$ cat src/rtl/shift_sequencer_if.sv
// ============================================================================
// Module  : shift_sequencer_if
// Brief   : Start/busy/done handshake and data bundle for shift_sequencer.
// Revision: 1.0 - initial release
// ============================================================================
`default_nettype none

interface shift_sequencer_if #(
    parameter int WIDTH = 16,
    parameter int CNT_W = 4
);
    logic             start;
    logic [1:0]       op;
    logic [WIDTH-1:0] in;
    logic [CNT_W-1:0] cnt;
    logic             busy;
    logic             done;
    logic [WIDTH-1:0] out;

    modport master (
        output start, op, in, cnt,
        input  busy, done, out
    );

    modport slave (
        input  start, op, in, cnt,
        output busy, done, out
    );
endinterface

`default_nettype wire

$ cat src/rtl/shift_sequencer.sv
// ============================================================================
// Module  : shift_sequencer
// Brief   : Multi-cycle ROL/SLL/ROR/SRA sequencer stepping 1 or 2 positions
//           per cycle (4 as well when SHIFT_SEQ_FAST4_EN is defined).
// Revision: 1.0 - initial release
// ============================================================================
`default_nettype none

module shift_sequencer #(
    parameter int WIDTH = 16,
    parameter int CNT_W = 4
) (
    input  wire logic        clk,
    input  wire logic        rst_n,
    shift_sequencer_if.slave bus
);

    localparam logic [1:0] c_OP_ROL = 2'b00;
    localparam logic [1:0] c_OP_SLL = 2'b01;
    localparam logic [1:0] c_OP_ROR = 2'b10;

    typedef enum logic [1:0] {
        ST_IDLE  = 2'd0,
        ST_SHIFT = 2'd1,
        ST_DONE  = 2'd2
    } state_t;

    state_t           r_state;
    state_t           w_state_next;
    logic [WIDTH-1:0] r_acc;
    logic [CNT_W-1:0] r_rem;
    logic [1:0]       r_op;
    logic [WIDTH-1:0] r_out;

    logic             w_accept;
    logic [CNT_W-1:0] w_step;
    logic [CNT_W-1:0] w_rem_next;
    logic [WIDTH-1:0] w_acc_next;

    function automatic logic [WIDTH-1:0] f_shift(
        input logic [WIDTH-1:0] a,
        input logic [1:0]       o,
        input logic [CNT_W-1:0] k
    );
        logic [2*WIDTH-1:0] dbl;
        logic [WIDTH-1:0]   res;
        dbl = {a, a};
        case (o)
            c_OP_ROL: begin
                dbl = dbl << k;
                res = dbl[2*WIDTH-1:WIDTH];
            end
            c_OP_SLL: res = a << k;
            c_OP_ROR: begin
                dbl = dbl >> k;
                res = dbl[WIDTH-1:0];
            end
            default:  res = $unsigned($signed(a) >>> k);
        endcase
        return res;
    endfunction

    // start only matters when the sequencer is not mid-shift
    assign w_accept = bus.start && (r_state != ST_SHIFT);

    // Largest step that does not overshoot the remaining count
    always_comb begin
        w_step = CNT_W'(1);
`ifdef SHIFT_SEQ_FAST4_EN
        if (r_rem >= CNT_W'(4)) begin
            w_step = CNT_W'(4);
        end else if (r_rem >= CNT_W'(2)) begin
            w_step = CNT_W'(2);
        end
`else
        if (r_rem >= CNT_W'(2)) begin
            w_step = CNT_W'(2);
        end
`endif
    end

    assign w_rem_next = r_rem - w_step;
    assign w_acc_next = f_shift(r_acc, r_op, w_step);

    always_ff @(posedge clk or negedge rst_n) begin
        if (!rst_n) begin
            r_state <= ST_IDLE;
        end else begin
            r_state <= w_state_next;
        end
    end

    always_comb begin
        w_state_next = r_state;
        case (r_state)
            ST_IDLE, ST_DONE: begin
                if (w_accept) begin
                    w_state_next = (bus.cnt == '0) ? ST_DONE : ST_SHIFT;
                end else begin
                    w_state_next = ST_IDLE;
                end
            end
            ST_SHIFT: begin
                if (w_rem_next == '0) begin
                    w_state_next = ST_DONE;
                end
            end
            default: w_state_next = ST_IDLE;
        endcase
    end

    always_ff @(posedge clk or negedge rst_n) begin
        if (!rst_n) begin
            r_acc <= '0;
            r_rem <= '0;
            r_op  <= '0;
            r_out <= '0;
        end else if (w_accept) begin
            r_acc <= bus.in;
            r_rem <= bus.cnt;
            r_op  <= bus.op;
            if (bus.cnt == '0) begin
                r_out <= bus.in;
            end
        end else if (r_state == ST_SHIFT) begin
            r_acc <= w_acc_next;
            r_rem <= w_rem_next;
            // Only the final step is published; partial results stay internal
            if (w_rem_next == '0) begin
                r_out <= w_acc_next;
            end
        end
    end

    assign bus.busy = (r_state == ST_SHIFT);
    assign bus.done = (r_state == ST_DONE);
    assign bus.out  = r_out;

endmodule

`default_nettype wire

$ cat src/flat_wrapper.sv
// flat-port wrapper written by rule: the top's interface ports become plain ports
module shift_sequencer_flat 
#(
    parameter int WIDTH = 16,
    parameter int CNT_W = 4
)
  (clk, rst_n, bus_start, bus_op, bus_in, bus_cnt, bus_busy, bus_done, bus_out);
  shift_sequencer_if #(.WIDTH(WIDTH), .CNT_W(CNT_W)) bus_i ();
  input  wire logic clk;
  input  wire logic rst_n;
  input wire logic [$bits(bus_i.start)-1:0] bus_start;
  input wire logic [$bits(bus_i.op)-1:0] bus_op;
  input wire logic [$bits(bus_i.in)-1:0] bus_in;
  input wire logic [$bits(bus_i.cnt)-1:0] bus_cnt;
  output wire logic [$bits(bus_i.busy)-1:0] bus_busy;
  output wire logic [$bits(bus_i.done)-1:0] bus_done;
  output wire logic [$bits(bus_i.out)-1:0] bus_out;
  assign bus_i.start = bus_start;
  assign bus_i.op = bus_op;
  assign bus_i.in = bus_in;
  assign bus_i.cnt = bus_cnt;
  assign bus_busy = bus_i.busy;
  assign bus_done = bus_i.done;
  assign bus_out = bus_i.out;
  shift_sequencer #(.WIDTH(WIDTH), .CNT_W(CNT_W)) u_core (.clk(clk), .rst_n(rst_n), .bus(bus_i));
endmodule
$ cat config.mk
export PLATFORM = sky130hd
export DESIGN_NAME = shift_sequencer_flat
export DESIGN_NICKNAME = d
export VERILOG_FILES = /design/src/rtl/shift_sequencer_if.sv /design/src/rtl/shift_sequencer.sv /design/src/flat_wrapper.sv
export SDC_FILE = /design/constraint.sdc
export NUM_CORES = 1
export LEC_CHECK = 0
export CAP_MARGIN = 0
export CORE_MARGIN = 2
export CORE_UTILIZATION = 48
export CTS_CLUSTER_DIAMETER = 40
export DETAILED_ROUTE_END_ITERATION = 10
export PLACE_DENSITY_LB_ADDON = 0.1
export SLEW_MARGIN = 20
export SYNTH_ARGS = -nofsm -noshare
export SYNTH_HDL_FRONTEND = slang
export SYNTH_SLANG_ARGS = --single-unit
$ cat constraint.sdc
create_clock -name clk -period 3.27 [get_ports clk]
set_clock_uncertainty 0.2 [all_clocks]
set_input_delay 0.327 -clock clk [delete_from_list [all_inputs] [get_ports clk]]
set_output_delay 0.327 -clock clk [all_outputs]
set_load 0.005 [all_outputs]
## Word level (Yosys, flattened, before mapping)

Cells that the tools add are included.

| cells by class | value |
|---|---|
| $add $sub $neg | 1 |
| $lt $le $gt $ge | 1 |
| equal/unequal tests | 7 |
| shift operators | 4 |
| muxes and demuxes | 14 |
| reduce and logical (&&, ||, !) cells | 9 |

Operators by type and width:

| cell | number |
|---|---|
| $mux W16 | 6 |
| $pmux W16 S3 | 1 |
| $shl A32 B2 Y32 | 1 |
| $shr A32 B2 Y16 | 1 |
| $shl A16 B2 Y16 | 1 |
| $sshr A16 B2 Y16 | 1 |
| $logic_not A4 Y1 | 2 |
| $mux W2 | 4 |
| $mux W4 | 2 |
| $eq A2 B1 Y1 const B | 2 |
| $eq A2 B2 Y1 const B | 2 |
| $ge A4 B2 Y1 const B | 1 |
| $logic_not A2 Y1 | 2 |
| $ne A2 B1 Y1 const B | 2 |
| $pmux W2 S2 | 1 |
| $reduce_bool A2 Y1 | 2 |
| $sub A4 B2 Y4 | 1 |
| $reduce_and A3 Y1 | 1 |
| $ne A2 B2 Y1 const B | 1 |
| $reduce_or A2 Y1 | 1 |
| $logic_and A1 B1 Y1 | 1 |

| word-level totals | value |
|---|---|
| register bits after elaboration | 40 |
| bits of input ports | 25 |
| output and inout port bits | 18 |
| word-level logic and storage cells | 41 |

## Longest topological paths before layout

Gate-level depths: netlist of the first run.

| logic depth | value |
|---|---|
| depth after elaboration | 7 |
| mapped depth | 12 |
| depth with buffers taken out | 8 |

## Worst setup path after synthesis of the first run

Ideal clock, no wire load.

| timing | value |
|---|---|
| path type | reg-to-reg |
| start | reg u_core.r_rem[1] |
| end | reg u_core.r_out[10], in the netlist u_core.bus.out[10] |
| library setup time | 125 ps |
| arrival | 2,776 ps |
| data required time | 2,945 ps |
| setup slack | 170 ps |
| cell stages (with the launch flop) | 13 |
| buffers on the path | 4 |
| clock period less this slack | 3,100 ps |
| cells stage by stage | dfrtp_1 > buf_6 > nor3_4 > inv_4 > buf_6 > fa_1 > xnor2_1 > nand3_1 > a21oi_1 > a22o_1 > buf_2 > buf_4 > mux2_2 |

| on the way | value |
|---|---|
| longest elaborated chain between the ends | 7 |
| elaborated cells between the ends (all ways) | 14 |
| classes of those cells | add/sub: 1; order compare: 1; shift: 4; mux: 5; reduce/logical: 3 |

Ends and longest elaborated chain:

| element | RTL line | text |
|---|---|---|
| from (decl) | shift_sequencer.sv:31 | `logic [CNT_W-1:0] r_rem;` |
| from (signal assigned) | shift_sequencer.sv:120 | `r_rem <= bus.cnt;` |
| from (signal assigned) | shift_sequencer.sv:127 | `r_rem <= w_rem_next;` |
| branches (longest 7 deep; another with $ge A4 B2 Y1) | n/a |  |
| to (signal assigned) | shift_sequencer.sv:123 | `r_out <= bus.in;` |
| to (signal assigned) | shift_sequencer.sv:130 | `r_out <= w_acc_next;` |
| to (decl) | shift_sequencer.sv:33 | `logic [WIDTH-1:0] r_out;` |

Parallel ways; which one is timed is not known. The select of a mux whose other input is x is not followed.
A chain may end at the register's enable or synchronous reset.

## Worst setup path after layout of the first run

| timing | value |
|---|---|
| start | reg u_core.r_rem[2] |
| end | reg u_core.r_out[7], in the netlist u_core.bus.out[7] |

The elaborated chain is that of the path after synthesis.

==> flow_summary_export.csv, run 1 <==
group,metric,value,unit
clocking,cts_num_sinks,40,
power_and_ir_drop,power.leakage,1.306,nW
timing,hold_violations,0,
place,place_ws,0.3626,ns
final_layout,finalCoreUtilization,0.6013,
route,wl_per_cell,15.10,microns
synthesis,syn_inst,260,
power_and_ir_drop,internal-power,1.843,mW
power_and_ir_drop,power_frac_clock,0.110,
place,dp_hpwl,3.870,mm
critical_path,cp_max_fo,15,
route,ant_nets,0,
clocking,cts-htree-levels,2,
timing,holdWs,0.3095,ns
clocking,cts_root_buf,"clkbuf_8",
timing,clock.fmax,345.0,MHz
synthesis,seq_area_frac_synth,0.4014,
timing,setup_viol_count_final,0,
synthesis,synth_enable_flop_cells,0,
critical_path,crit_start,"u_core.r_rem[2]",
synthesis,mappedNetlistArea,0.002494,sq mm
outcome,status,"finished, final reports clean",
timing,relSlewSlack,0.3905,
synthesis,avgSynthCellArea,9.591,sq um
synthesis,yosysMostFrequentCell,"nor2_1",
floorplan,ioPinCount,43,
final_layout,final-seq-area,0.001001,sq mm
floorplan,initial_core_util,0.4914,
final_layout,syn2layout_area_growth,22.38,%
power_and_ir_drop,vdd.ir_drop.worst,0.4364,mV
clocking,clock_path_buffers,2,
floorplan,die_x,76.08,microns
power_and_ir_drop,power_frac_comb,0.560,
synthesis,synth_top_area_cell,"dfrtp_1",
synthesis,synthFlopType,"dfrtp_1",
floorplan,fp-row-count,26,
clocking,clock_latency,0.29,ns
final_layout,antenna_cells,0,
route,wl,5.586,mm
timing,fin_setup_tns,0,ns
global_route,overflow,0,
synthesis,yosys_warnings,0,
floorplan,die_y,76.08,microns
global_route,grt_max_degree,41,
route,viasPerCell,5.570,
critical_path,cp-start-kind,"flip-flop",
timing,rsz0062_at_grt,"no",
clocking,cts_tree,"built",
critical_path,worst-setup-path-type,"reg2reg",
critical_path,cp.required,3.25,ns
clocking,cts_setup_buffers,0,
power_and_ir_drop,p_total,3.098,mW
final_layout,multiInputGateArea,0.001348,sq mm
power_and_ir_drop,p_per_area,1015,mW/mm^2
route,drc,0,
global_route,grt_usage,0.2056,
timing,min_period,2.899,ns
worst_hold_path,min_path_type,"reg2reg",
timing,worst_pin_slew,0.9142,ns
critical_path,r2r-start,"u_core.r_rem[2]",
critical_path,crit_arrival,2.88,ns
route,routed-via-count,2061,
clocking,cts_buffers,5,
place,io_buffers,42,
final_layout,n_fill_cell,471,
route,first_pass_iters,5,
final_layout,drive_gt1_frac,0.1233,
synthesis,ys_ff_latch,40,
final_layout,final_nets,327,
global_route,grt_pass1_vias,1972,
timing,setup_ws,0.3711,ns
synthesis,yosys-top-cells-count,"43 x nor2_1, 40 x dfrtp_1, 31 x nand2_1",
floorplan,coreArea,0.005075,sq mm
power_and_ir_drop,p_switching,1.255,mW
power_and_ir_drop,power_frac_seq,0.329,
clocking,path_clk_slew,0.08,ns
synthesis,synthArstFlopShare,1.000,
synthesis,post_synth_main_area_contributors,"dfrtp_1 40%, mux2_2 6.8%, nor2_1 6.5%",
place,finalWeightedCongestion,0.8005,
worst_hold_path,hold_start,"u_core.bus.out[3]",
synthesis,syn_nets,288,
critical_path,worstSetupEndpointType,"flip-flop",
timing,drv_slew,0,
floorplan,die-area,0.005787,sq mm
flow_run,max-cap-violations,0,
global_route,antenna_found_initial,0,
timing,post-route-period-util,0.8865,
synthesis,netlist-cell-type-count,40,
global_route,grt_first_pass_wirelength,9.653,mm
power_and_ir_drop,p_sw_frac,0.4051,
synthesis,synth.top_cell.area_share,0.4014,
route,drt_iter0_markers,135,
==> per-layer routing <==
metal / track usage / vias up / routed length, microns
li1: - / 1017 / -
met1: 0.2959 / 982 / 2751
met2: 0.3143 / 53 / 2493
met3: 0.03555 / 9 / 247
met4: 0.07455 / 0 / 93
met5: 0 / - / 0
==> critical path: stages, from the launching register on <==
cell     delay, ns
dfrtp_1       0.50
nor3_4        0.29
inv_4         0.14
fa_1          0.46
xnor2_1       0.15
nand3_1       0.08
a21oi_1       0.21
a22o_1        0.21
buf_4         0.20
mux2_2        0.34
==> through the flow <==
stage               instance area (sq um)  std cells
finish                               3052        370
global route                         3052        370
CTS                                  3052        370
detailed placement                   2952        361
global placement                     2952        361
floorplan                            2494        260
==> area by class of cell <==
class	instances	area share
flip-flops and latches	40	0.3280
well taps	70	0.02870
repair buffers	51	0.1591
clock buffers	8	0.02952
multi-input cells	191	0.4416
inverters	10	0.01312
==> logic make-up after synthesis <==
group | Yosys count | share of synthesized area
compound gates | 59 | 0.1535
xor+xnor | 1 | 0.003513
fa+ha+maj | 3 | 0.01806
buf+inv | 29 | 0.05820
flops | 40 | 0.4014
mux | 38 | 0.2097
simple gates | 90 | 0.1555
==> power groups by stage <==
stage / combinational (mW) / sequential, mW / clock, mW
global placement: 1.72 / 1.02 / 0
floorplan: 1.32 / 0.918 / 0
detailed placement: 1.73 / 1.03 / 0
CTS: 1.75 / 1.02 / 0.354
finish: 1.74 / 1.02 / 0.342
global route: 1.94 / 1.06 / 0.377
==> flip-flops by register name, summed over array words and instances, names as in the netlist <==
signal	flops
u_core.bus.out	16
u_core.r_acc	16
u_core.r_rem	4
u_core.r_op	2
u_core.r_state	2
==> worst paths after layout <==
kind | end | slack [ns] | cells past startpoint
worst max-delay path | u_core.bus.out[7] | 0.37 | 9
worst min-delay path | u_core.bus.out[3] | 0.31 | 1
worst max register to register | u_core.bus.out[7] | 0.37 | 9
worst min register to register | u_core.bus.out[3] | 0.31 | 1
max in group asynchronous | u_core.bus.out[1] | 1.80 | 2
min in group asynchronous | u_core.r_rem[0] | 0.49 | 2
==> cell usage in the layout (no fill, tap or decap), types with 2 or more instances in the layout <==
| cell type | synthesis | layout |
|---|---|---|
| o31a_1 | 2 | 2 |
| dfrtp_1 | 40 | 40 |
| o32ai_1 | 2 | 2 |
| inv_1 | 8 | 8 |
| clkbuf_8 | 0 | 6 |
| a21oi_1 | 10 | 10 |
| nor2_1 | 43 | 43 |
| mux2i_1 | 14 | 14 |
| o311ai_0 | 2 | 2 |
| nor4b_1 | 2 | 2 |
| nand2b_1 | 3 | 3 |
| o32a_1 | 3 | 3 |
| a21o_1 | 2 | 2 |
| o211ai_1 | 2 | 2 |
| clkdlybuf4s50_1 | 0 | 41 |
| ha_1 | 2 | 2 |
| mux2_2 | 15 | 15 |
| buf_4 | 2 | 8 |
| nand2_1 | 31 | 31 |
| nor3_1 | 2 | 2 |
| mux4_2 | 3 | 3 |
| mux4_1 | 5 | 5 |
| clkbuf_1 | 9 | 2 |
| nand3_1 | 2 | 2 |
| nor2b_1 | 5 | 5 |
| a22o_1 | 4 | 4 |
| a211oi_1 | 4 | 4 |
| o21ai_0 | 24 | 24 |
==> what timing repair did <==
item                                    4_1_cts  5_1_grt
resized for setup                             0        0
endpoints found under the hold margin        40        0
hold buffers                                  1        0
endpoints found under the setup margin        0        0
(Power assumes the default switching activity.)
==> run 2: changes to the inputs <==
--- a/config.mk
+++ b/config.mk
@@ -11,7 +11,7 @@
 export CTS_CLUSTER_DIAMETER = 40
 export DETAILED_ROUTE_END_ITERATION = 10
 export PLACE_DENSITY_LB_ADDON = 0.1
-export SLEW_MARGIN = 20
+export SLEW_MARGIN = 40
 export SYNTH_ARGS = -nofsm -noshare
 export SYNTH_HDL_FRONTEND = slang
 export SYNTH_SLANG_ARGS = --single-unit
==> run 2 against run 1 <==
First-iteration DRC count grew 3.0%. Worst hold slack about the same. Fmax is 0.71% lower. Final cell count stayed put. Design area about the same. Utilization is essentially flat. Sequential cell count unchanged. Count of clock-buffer cells in the layout unchanged. Critical path depth unchanged. Via count decreased by 0.87%.
==> flow_summary_export.csv, run 2 (synthesis gave the netlist of run 1 again) <==
group,metric,value,unit
outcome,status,"finished, final reports clean",
route,ant_nets,0,
place,dp.cells,361,
critical_path,cp_max_fo,15,
route,first_pass_iters,4,
global_route,grt_pass1_vias,1953,
clocking,cts_buffers,5,
timing,worst_pin_slew,0.5072,ns
global_route,grt_usage,0.2040,
floorplan,fp-row-count,26,
final_layout,syn2layout_area_growth,22.48,%
final_layout,final_cell_mix,"43 x nor2_1, 41 x clkdlybuf4s50_1, 40 x dfrtp_1",
critical_path,crit_arrival,2.89,ns
route,wl_met3,281,microns
final_layout,antenna_cells,0,
place,dp_hpwl,3.860,mm
clocking,cts_num_sinks,40,
worst_hold_path,min_path_type,"reg2reg",
route,wl_per_cell,15.31,microns
floorplan,die-area,0.005787,sq mm
timing,rsz0062_at_grt,"no",
power_and_ir_drop,p_per_area,1015,mW/mm^2
global_route,antenna_found_initial,0,
clocking,cts_tree,"built",
route,met2_length,2.576,mm
critical_path,cp-start-kind,"flip-flop",
floorplan,coreArea,0.005075,sq mm
timing,min_period,2.920,ns
clocking,clock_latency,0.29,ns
power_and_ir_drop,power.leakage,1.306,nW
timing,fin_setup_tns,0,ns
global_route,overflow,0,
timing,holdWs,0.3096,ns
critical_path,worstSetupEndpointType,"flip-flop",
route,routed-via-count,2043,
timing,hold_violations,0,
final_layout,final_common_cell,"nor2_1",
place,io_buffers,42,
clocking,clock_path_buffers,2,
route,drt_iter0_markers,139,
flow_run,max-cap-violations,0,
floorplan,die_x,76.08,microns
route,drc,0,
timing,drv_slew,0,
global_route,grt_max_degree,41,
timing,setup_viol_count_final,0,
final_layout,final_nets,327,
critical_path,cp.required,3.24,ns
power_and_ir_drop,p_total,3.100,mW
final_layout,final_cells,370,
floorplan,initial_core_util,0.4914,
route,wl,5.663,mm
global_route,grt_first_pass_wirelength,9.570,mm
timing,relSlewSlack,0.6588,
critical_path,worst-setup-path-type,"reg2reg",
route,met1_length,2.763,mm
place,finalWeightedCongestion,0.8005,
final_layout,drive_gt1_frac,0.1233,
clocking,path_clk_slew,0.08,ns
floorplan,ioPinCount,43,
timing,post-route-period-util,0.8929,
clocking,cts_root_buf,"clkbuf_8",
clocking,cts_setup_buffers,0,
power_and_ir_drop,vdd.ir_drop.worst,0.4558,mV
route,viasPerCell,5.522,
floorplan,die_y,76.08,microns
timing,clock.fmax,342.5,MHz
clocking,cts-htree-levels,2,
route,top_layer_used,"met4",
final_layout,finalCoreUtilization,0.6018,
## run 2: what timing repair did
action                    in CTS  in global routing
hold buffers                   1                  0
hold endpoints to repair      40                  0
gates resized for setup        0                  0
## run 2: path summary, 6_finish.rpt
kind	from	endpoint	slack, ns	depth (start not counted)
hold reg to reg	u_core.bus.out[3]	u_core.bus.out[3]	0.31	1
setup reg to reg	u_core.r_rem[2]	u_core.bus.out[7]	0.35	9
hold / removal	u_core.bus.out[3]	u_core.bus.out[3]	0.31	1
setup / recovery	u_core.r_rem[2]	u_core.bus.out[7]	0.35	9
max in group asynchronous	rst_n	u_core.r_state[0]	2.16	2
min in group asynchronous	rst_n	u_core.r_rem[0]	0.35	2
## run 2: final cells by class
cell class	count	area, sq um
fillers	466	2021
multi-input cells	191	1348
flip-flops and latches	40	1001
repair buffers	51	488.0
clock buffers	8	90.09
well taps	70	87.58
inverters	10	40.04
## run 2: report_power, final
part	internal [mW]	leakage (nW)	switching [mW]
logic	0.917	0.778	0.819
clock network	0.172	0.0455	0.166
registers	0.753	0.483	0.271
## run 2: through the flow
stage	instance area [sq um]	worst slack (ns)
6_report	3054	0.3504
5_1_grt	3054	0.1898
4_1_cts	3054	0.3470
3_5_place_dp	2954	0.3686
3_3_place_gp	2952	0.4089
2_1_floorplan	2494	0.1696
## run 2: routing by layer
metal / up-vias / global-route usage
met1: 975 / 0.2918
li1: 1015 / -
met4: 0 / 0.06364
met3: 4 / 0.03555
met5: - / 0
met2: 49 / 0.3188
## run 2: critical path, cell delays in order, from the launching register on
cell and delay (ns):
dfrtp_1 0.51, nor3_4 0.29, inv_4 0.14, fa_1 0.46, xnor2_1 0.15, nand3_1 0.08
a21oi_1 0.21, a22o_1 0.20, buf_4 0.20, mux2_2 0.35
